--- src/rtl/wb_port_arbiter.sv ---
// Round-robin arbiter with bounded lock sharing the register-file write port
// between CPU writeback (0) and the peripheral/DMA loader (1).
module wb_port_arbiter #(
  parameter int unsigned AW        = 5,
  parameter int unsigned DW        = 32,
  parameter int unsigned MAX_LOCK  = 4,
  parameter bit          DROP_ZERO = 1'b1
) (
  input  logic          clk,
  input  logic          rst_n,
  input  logic          req0_valid,
  input  logic [AW-1:0] req0_addr,
  input  logic [DW-1:0] req0_data,
  input  logic          req0_lock,
  output logic          req0_ready,
  input  logic          req1_valid,
  input  logic [AW-1:0] req1_addr,
  input  logic [DW-1:0] req1_data,
  input  logic          req1_lock,
  output logic          req1_ready,
  output logic          wr_en,
  output logic [AW-1:0] wr_addr,
  output logic [DW-1:0] wr_data,
  output logic          wr_sel,
  input  logic          wr_ready,
  output logic          busy
);

  localparam int unsigned CW = (MAX_LOCK > 2) ? $clog2(MAX_LOCK) : 1;
  localparam logic [CW-1:0] LOCK_LAST = CW'(MAX_LOCK - 1);

  typedef enum logic [1:0] {IDLE = 2'd0, OWN0 = 2'd1, OWN1 = 2'd2} state_e;

  state_e        state_q, state_d;
  logic          prio_q, prio_d;
  logic [CW-1:0] lock_cnt_q, lock_cnt_d;
  logic          wr_en_q, wr_en_d;
  logic [AW-1:0] wr_addr_q, wr_addr_d;
  logic [DW-1:0] wr_data_q, wr_data_d;
  logic          wr_sel_q, wr_sel_d;
  logic          busy_q, busy_d;

  logic          slot_free, grant0, grant1, accept, acc_sel, acc_lock, drop;
  logic [AW-1:0] acc_addr;
  logic [DW-1:0] acc_data;

  // Winner selection: owner-only while locked, priority on contention otherwise
  always_comb begin
    grant0    = 1'b0;
    grant1    = 1'b0;
    slot_free = !wr_en_q || wr_ready;
    if (slot_free && rst_n) begin
      case (state_q)
        OWN0:    grant0 = req0_valid;
        OWN1:    grant1 = req1_valid;
        default: begin
          if (req0_valid && req1_valid) begin
            grant0 = !prio_q;
            grant1 = prio_q;
          end else begin
            grant0 = req0_valid;
            grant1 = req1_valid;
          end
        end
      endcase
    end
    accept   = grant0 || grant1;
    acc_sel  = grant1;
    acc_addr = grant1 ? req1_addr : req0_addr;
    acc_data = grant1 ? req1_data : req0_data;
    acc_lock = grant1 ? req1_lock : req0_lock;
    drop     = DROP_ZERO && (acc_addr == '0);
  end

  // Next-state: issued beat register, priority and lock ownership
  always_comb begin
    state_d    = state_q;
    prio_d     = prio_q;
    lock_cnt_d = lock_cnt_q;
    wr_en_d    = wr_en_q;
    wr_addr_d  = wr_addr_q;
    wr_data_d  = wr_data_q;
    wr_sel_d   = wr_sel_q;

    if (accept) begin
      prio_d = !acc_sel;
      if (drop) begin
        wr_en_d = 1'b0;
      end else begin
        wr_en_d   = 1'b1;
        wr_addr_d = acc_addr;
        wr_data_d = acc_data;
        wr_sel_d  = acc_sel;
      end
    end else if (wr_ready) begin
      wr_en_d = 1'b0;
    end

    case (state_q)
      IDLE: begin
        if (accept && acc_lock) begin
          state_d    = acc_sel ? OWN1 : OWN0;
          lock_cnt_d = CW'(1);
        end
      end
      OWN0, OWN1: begin
        // Lock budget counts every owned cycle, stalls included
        if ((accept && !acc_lock) || (lock_cnt_q == LOCK_LAST)) begin
          state_d    = IDLE;
          lock_cnt_d = '0;
          prio_d     = (state_q == OWN0);
        end else begin
          lock_cnt_d = lock_cnt_q + CW'(1);
        end
      end
      default: begin
        state_d    = IDLE;
        lock_cnt_d = '0;
      end
    endcase

    busy_d = (state_d != IDLE) || wr_en_d;
  end

  always_ff @(posedge clk or negedge rst_n) begin
    if (!rst_n) begin
      state_q    <= IDLE;
      prio_q     <= 1'b0;
      lock_cnt_q <= '0;
      wr_en_q    <= 1'b0;
      wr_addr_q  <= '0;
      wr_data_q  <= '0;
      wr_sel_q   <= 1'b0;
      busy_q     <= 1'b0;
    end else begin
      state_q    <= state_d;
      prio_q     <= prio_d;
      lock_cnt_q <= lock_cnt_d;
      wr_en_q    <= wr_en_d;
      wr_addr_q  <= wr_addr_d;
      wr_data_q  <= wr_data_d;
      wr_sel_q   <= wr_sel_d;
      busy_q     <= busy_d;
    end
  end

  assign req0_ready = grant0;
  assign req1_ready = grant1;
  assign wr_en      = wr_en_q;
  assign wr_addr    = wr_addr_q;
  assign wr_data    = wr_data_q;
  assign wr_sel     = wr_sel_q;
  assign busy       = busy_q;

endmodule

--- config.mk ---
export PLATFORM = sky130hd
export DESIGN_NAME = wb_port_arbiter
export DESIGN_NICKNAME = d
export VERILOG_FILES = /design/src/rtl/wb_port_arbiter.sv
export SDC_FILE = /design/constraint.sdc
export NUM_CORES = 1
export LEC_CHECK = 0
export BUFFER_PORTS_ARGS = -buffer_cell sky130_fd_sc_hd__buf_2
export CORE_ASPECT_RATIO = 0.5
export CORE_MARGIN = 1
export CORE_UTILIZATION = 40
export DETAILED_ROUTE_END_ITERATION = 8
export PLACE_DENSITY = 0.7
export SLEW_MARGIN = 20
export SYNTH_ARGS = -nofsm -noshare
export SYNTH_HDL_FRONTEND = slang
export SYNTH_SLANG_ARGS = --single-unit
--- constraint.sdc ---
create_clock -name clk -period 2.8 [get_ports clk]
set_input_delay 0.28 -clock clk [delete_from_list [all_inputs] [get_ports clk]]
set_output_delay 0.28 -clock clk [all_outputs]
set_load 0.03 [all_outputs]
==> impl_metrics.json, run 1 <==
{
  "clk_pin_slew_ns": 0.06,
  "grt_pass1_wl_um": 10100,
  "power_density_mw_per_mm2": 1200,
  "timing.rr.end": "busy$_DFF_PN0_",
  "avgSynthCellArea_um2": 9.00,
  "worst-r2r-setup-slack_ns": 0.19,
  "overflow": 0,
  "switchingPower_uw": 1840,
  "yosys_warnings": 0,
  "final_antenna_net_count": 0,
  "start_util_pct": 43.2,
  "tns_ns": 0,
  "r2r_start": "state_q[0]$_DFF_PN0_",
  "finalCritPeriodShare_pct": 94.7,
  "max-slew-margin-rel_pct": 64.4,
  "post-route-min-period_ns": 2.65,
  "syn_area_mm2": 0.00247,
  "syn_inst": 274,
  "cts_buffer_depth": 2,
  "seqPwrFrac_pct": 29.4,
  "drt-total-wl_um": 6020,
  "dr_total_vias": 2351,
  "drcViolationCount": 0,
  "power_leakage_uw": 0.00156,
  "critical_path_arrival_ns": 2.37,
  "hold_viol": 0,
  "gp_congestion": 0.884,
  "r2r_cells": 9,
  "grt_pass1_vias": 2344,
  "outcome": "finished, final reports clean",
  "cp-end-kind": "output port",
  "antenna_cells": 0,
  "seq_area_frac_synth_pct": 45.6,
  "die_h_um": 57.5,
  "cts_buffers": 5,
  "worstMarginPinSlew_ns": 0.533,
  "die_w_um": 113,
  "startpoint": "state_q[0]$_DFF_PN0_",
  "firstDrtPassIters": 4,
  "grt_setup_unrepaired": "no",
  "cts_tree": "built",
  "dp_hpwl_um": 4540,
  "place_ws_ns": 0.172,
  "switching_share_pct": 47.1,
  "worst_slack_ns": 0.148,
  "p_comb_share_pct": 56.5,
  "cp-start-kind": "flip-flop",
  "via_per_inst": 5.05,
  "cts-htree-levels": 2,
  "cts_setup_buffers": 0,
  "final_util_pct": 57.1,
  "fmax_mhz": 377,
  "cts.sinks": 45,
  "max-cap-violations": 0,
  "path_class": "flip-flop to output port",
  "io_buffers": 122,
  "drt_iter0_markers": 124,
  "skew_ns": 0.00206,
  "power.share.clock_pct": 14.1,
  "crit_end": "req1_ready",
  "worstHoldPathType": "input pin to flip-flop",
  "post_drt_wl_per_cell_um": 12.9,
  "synthesis.nets": 360,
  "setup_violations": 0,
  "io_pins": 123,
  "grt_start_max_net_pins": 44,
  "drive_above_1_share_pct": 41.2,
  "coreArea_mm2": 0.00571,
  "final_max_slew_viol_count": 0,
  "synth_cell_types": 33,
  "clk_latency_ns": 0.28,
  "fp.dieArea_mm2": 0.00651,
  "core.rowCount": 19,
  "cp_data_required_time_ns": 2.52,
  "cts-root-buf": "clkbuf_16",
  "internal_power_uw": 2070,
  "antenna_found_initial": 0,
  "irDropWorstVdd_uv": 513,
  "synthToLayoutAreaGrowth_pct": 32.0,
  "synth-seq-cells": 45,
  "nets": 478,
  "grtUsageTotal_pct": 19.5,
  "worst-path-max-fanout": 39
}
worst max-delay path, stage by stage, from the launching register on:
cell     delay [ns]
dfrtp_1        0.40
inv_1          0.11
ha_2           0.32
or3b_1         0.37
and3_2         0.26
nand2_1        0.11
inv_1          0.10
buf_8          0.20
buf_2          0.20
layer usage:
metal / track usage (%) / wire (um) / share of wire [%]
met1: 22.7 / 2570 / 43
met2: 36.8 / 3130 / 52
met3: 3.61 / 251 / 4.2
met4: 6.20 / 72 / 1.2
met5: 0 / 0 / 0
how the worst min path moves through the flow:
stage	from	to	slack, ns	cells after the start
floorplan	rst_n	busy$_DFF_PN0_	-0.02	0
global placement	rst_n	lock_cnt_q[0]$_DFFE_PN0P_	0.1	1
finish	req1_data[2]	wr_data[2]$_DFFE_PN0P_	0.25	3
CTS	req1_data[2]	wr_data[2]$_DFFE_PN0P_	0.24	3
detailed placement	rst_n	lock_cnt_q[0]$_DFFE_PN0P_	0.1	1
global route	req1_data[4]	wr_data[4]$_DFFE_PN0P_	0.25	3
area by class of cell:
type,instances,area [um2]
Clock buffer,6,129
Inverter,8,30.0
Fill cell,521,2450
Sequential cell,45,1130
Multi-Input combinational cell,203,1170
Timing Repair Buffer,129,698
Tap cell,73,91.3
Clock inverter,2,10.0
cell usage in the layout, fill, tap and decap left out, drive strengths merged, types with 3 or more instances in the layout:
master    n
nor3      3
buf     128
a21oi     3
o21ai     6
clkbuf    6
dfrtp    45
inv       8
nand2b    5
ha        5
a31oi    38
nor2     41
nand2    81
flip-flops by register name, summed over array words and instances (netlist names):
name        flops
wr_data        32
wr_addr         5
lock_cnt_q      2
state_q         2
busy            1
prio_q          1
wr_en           1
wr_sel          1
cell usage after synthesis, drive strengths merged:
cell type	number	area share [%]
a41oi	1	0.36
and3b	1	0.36
or3b	1	0.36
o221ai	1	0.36
o2bb2ai	1	1.1
o21ai	6	1.2
o21a	1	0.30
a31oi	38	15
a32oi	1	0.36
nand4b	1	0.36
o31ai	2	0.61
and2	1	0.25
a21oi	3	0.61
nand2	81	12
inv	8	1.2
o211ai	2	0.61
nand2b	5	1.3
or4	1	0.30
dfrtp	45	46
and3	2	0.51
nor3	3	0.61
clkbuf	7	1.1
ha	5	2.5
buf	11	4.7
or3	1	0.46
a31o	1	0.36
nand3	2	0.41
nor2	41	6.2
a22oi	1	0.30
cell families after synthesis:
group,Yosys count,share of synthesized area [%]
flip-flops,45,45.6
buffers and inverters,26,7.00
AO/OA/AOI/OAI,58,21.4
adder cells (fa/ha/maj),5,2.54
AND/OR/NAND/NOR,140,23.4
power by group through the flow:
stage	clock, uW	sequential, uW	combinational (uW)
after floorplan	0	1720	1140
after global placement	0	1150	2160
after detailed placement	0	1160	2210
after CTS	564	1150	2210
after global routing	591	1190	2410
final	550	1150	2210
repair_timing:
item                                    CTS  global route
hold endpoints to repair                  2             0
gates resized for setup                   0             4
hold buffers                              1             0
endpoints found under the setup margin    0             5
metrics by stage:
step           hold slack [ns]  power, uW  instance area, um2  cells
2_1_floorplan          -0.0156       2850                2470    274
3_3_place_gp            0.0964       3300                3100    457
3_5_place_dp            0.0982       3370                3100    457
4_1_cts                  0.244       3930                3250    466
5_1_grt                  0.247       4180                3260    466
6_report                 0.248       3910                3260    466
Note: power is estimated with default switching activity, not from simulation.
==> run 2, diff against run 1 <==
==> constraint.sdc (replaced) <==
create_clock -name clk -period 3.4 [get_ports clk]
set_input_delay 0.34 -clock clk [delete_from_list [all_inputs] [get_ports clk]]
set_output_delay 0.34 -clock clk [all_outputs]
set_load 0.03 [all_outputs]
==> run 2 against run 1 <==
Compared with the run above:
- clock power rose by 0.9%
- non-clock buffer count shrank 1
- largest power group unchanged
- flip-flop and latch count unchanged
- sequential share of layout area decreased by 0.16 points
- combinational power shrank 18%
- cell count shrank 0.21%
- first-iteration DRC count is 29% lower
- setup slack improved by 0.39 ns
==> impl_metrics.json, run 2 (synthesis results as in run 1) <==
{
  "cts-root-buf": "clkbuf_16",
  "r2r_start": "state_q[0]$_DFF_PN0_",
  "drcViolationCount": 0,
  "internal_power_uw": 1790,
  "final_antenna_net_count": 0,
  "cp-end-kind": "output port",
  "power.share.clock_pct": 16.7,
  "final_util_pct": 57.3,
  "grtUsageTotal_pct": 19.5,
  "cts_buffer_depth": 2,
  "mostFrequentLayoutCells": "122 x buf_2, 81 x nand2_1, 45 x dfrtp_1",
  "finalCritPeriodShare_pct": 84.1,
  "die_h_um": 57.5,
  "nets": 477,
  "tns_ns": 0,
  "startpoint": "state_q[1]$_DFF_PN0_",
  "max-cap-violations": 0,
  "synthToLayoutAreaGrowth_pct": 32.6,
  "seqPwrFrac_pct": 28.6,
  "worst-path-max-fanout": 39,
  "drt-total-wl_um": 6080,
  "grt_setup_unrepaired": "no",
  "via_per_inst": 4.95,
  "cp_data_required_time_ns": 3.06,
  "antenna_cells": 0,
  "clk_pin_slew_ns": 0.06,
  "worstHoldPathType": "input pin to flip-flop",
  "power_density_mw_per_mm2": 1010,
  "switchingPower_uw": 1520,
  "io_buffers": 122,
  "final_max_slew_viol_count": 0,
  "critical_path_arrival_ns": 2.52,
  "die_w_um": 113,
  "cts_tree": "built",
  "layout_commonest_cell": "buf_2",
  "switching_share_pct": 46.0,
  "min_from": "req0_data[26]",
  "path_class": "flip-flop to output port",
  "p_comb_share_pct": 54.7,
  "irDropWorstVdd_uv": 468,
  "coreArea_mm2": 0.00571,
  "skew_ns": 0.00762,
  "worstMarginPinSlew_ns": 0.523,
  "outcome": "finished, final reports clean",
  "grt_pass1_wl_um": 10200,
  "fmax_mhz": 350,
  "largest_reg_flops": 32,
  "dp_hpwl_um": 4590,
  "cts-htree-levels": 2,
  "antenna_found_initial": 0,
  "cts.hold.buffers_added": 1,
  "fp.dieArea_mm2": 0.00651,
  "cts.sinks": 45,
  "overflow": 0,
  "cp-start-kind": "flip-flop",
  "setup_violations": 0,
  "clk_latency_ns": 0.28,
  "start_util_pct": 43.2,
  "grt_start_max_net_pins": 42,
  "drt_iter0_markers": 88,
  "post_drt_wl_per_cell_um": 13.1,
  "dr_total_vias": 2301,
  "max-slew-margin-rel_pct": 65.2,
  "core.rowCount": 19,
  "io_pins": 123,
  "cts_setup_buffers": 0,
  "grt_pass1_vias": 2313,
  "drive_above_1_share_pct": 40.6,
  "power_leakage_uw": 0.00157,
  "firstDrtPassIters": 4,
  "cts_buffers": 5,
  "hold_viol": 0,
  "post-route-min-period_ns": 2.86,
  "cts_resized": 0,
  "gp_congestion": 0.828
}
run 2: power groups by stage:
| stage | combinational [uW] | clock [uW] | sequential [uW] |
|---|---|---|---|
| 2_1_floorplan | 936 | 0 | 1410 |
| 3_3_place_gp | 1770 | 0 | 947 |
| 3_5_place_dp | 1820 | 0 | 956 |
| 4_1_cts | 1820 | 568 | 950 |
| 5_1_grt | 1970 | 588 | 978 |
| 6_report | 1810 | 555 | 947 |
run 2: per-stage QoR:
| step | hold WS (ns) | worst slack [ns] | cell area (um2) | instances | power (uW) |
|---|---|---|---|---|---|
| global route | 0.315 | 0.331 | 3270 | 465 | 3540 |
| global placement | 0.168 | 0.724 | 3090 | 456 | 2720 |
| CTS | 0.310 | 0.539 | 3270 | 465 | 3340 |
| finish | 0.313 | 0.541 | 3270 | 465 | 3310 |
| detailed placement | 0.171 | 0.633 | 3090 | 456 | 2770 |
| floorplan | 0.0444 | 0.926 | 2470 | 274 | 2350 |
run 2: critical path, stage by stage (launching register included):
cell and delay, ns:
dfrtp_1 0.39, inv_1 0.08, ha_1 0.40, or3b_1 0.16, and3_1 0.30, nand2_1 0.12, inv_1 0.13, buf_4 0.38
buf_2 0.28
run 2: layout make-up:
| type | count | area [um2] |
|---|---|---|
| fillers | 531 | 2430 |
| multi-input cells | 203 | 1170 |
| flip-flops and latches | 45 | 1130 |
| repair buffers | 128 | 683 |
| clock buffers | 7 | 143 |
| well taps | 73 | 91.3 |
| clock inverters | 1 | 30.0 |
| inverters | 8 | 30.0 |
run 2: routing by layer:
layer	wire [um]	share of wire (%)	vias to the layer above	global-route usage [%]
met2	3190	52	54	37.1
met5	0	0	-	0
met1	2560	42	1073	22.9
met3	229	3.8	10	3.72
li1	-	-	1164	-
met4	97	1.6	0	5.64
run 2: final timing paths:
| kind | endpoint | slack, ns | cells after the start |
|---|---|---|---|
| min in group asynchronous | lock_cnt_q[1]$_DFFE_PN0P_ | 0.45 | 2 |
| max | req1_ready | 0.54 | 8 |
| min reg2reg | lock_cnt_q[1]$_DFFE_PN0P_ | 0.49 | 2 |
| min | wr_data[26]$_DFFE_PN0P_ | 0.31 | 3 |
| max reg2reg | wr_data[10]$_DFFE_PN0P_ | 0.60 | 9 |
| max in group asynchronous | wr_data[10]$_DFFE_PN0P_ | 2.22 | 3 |
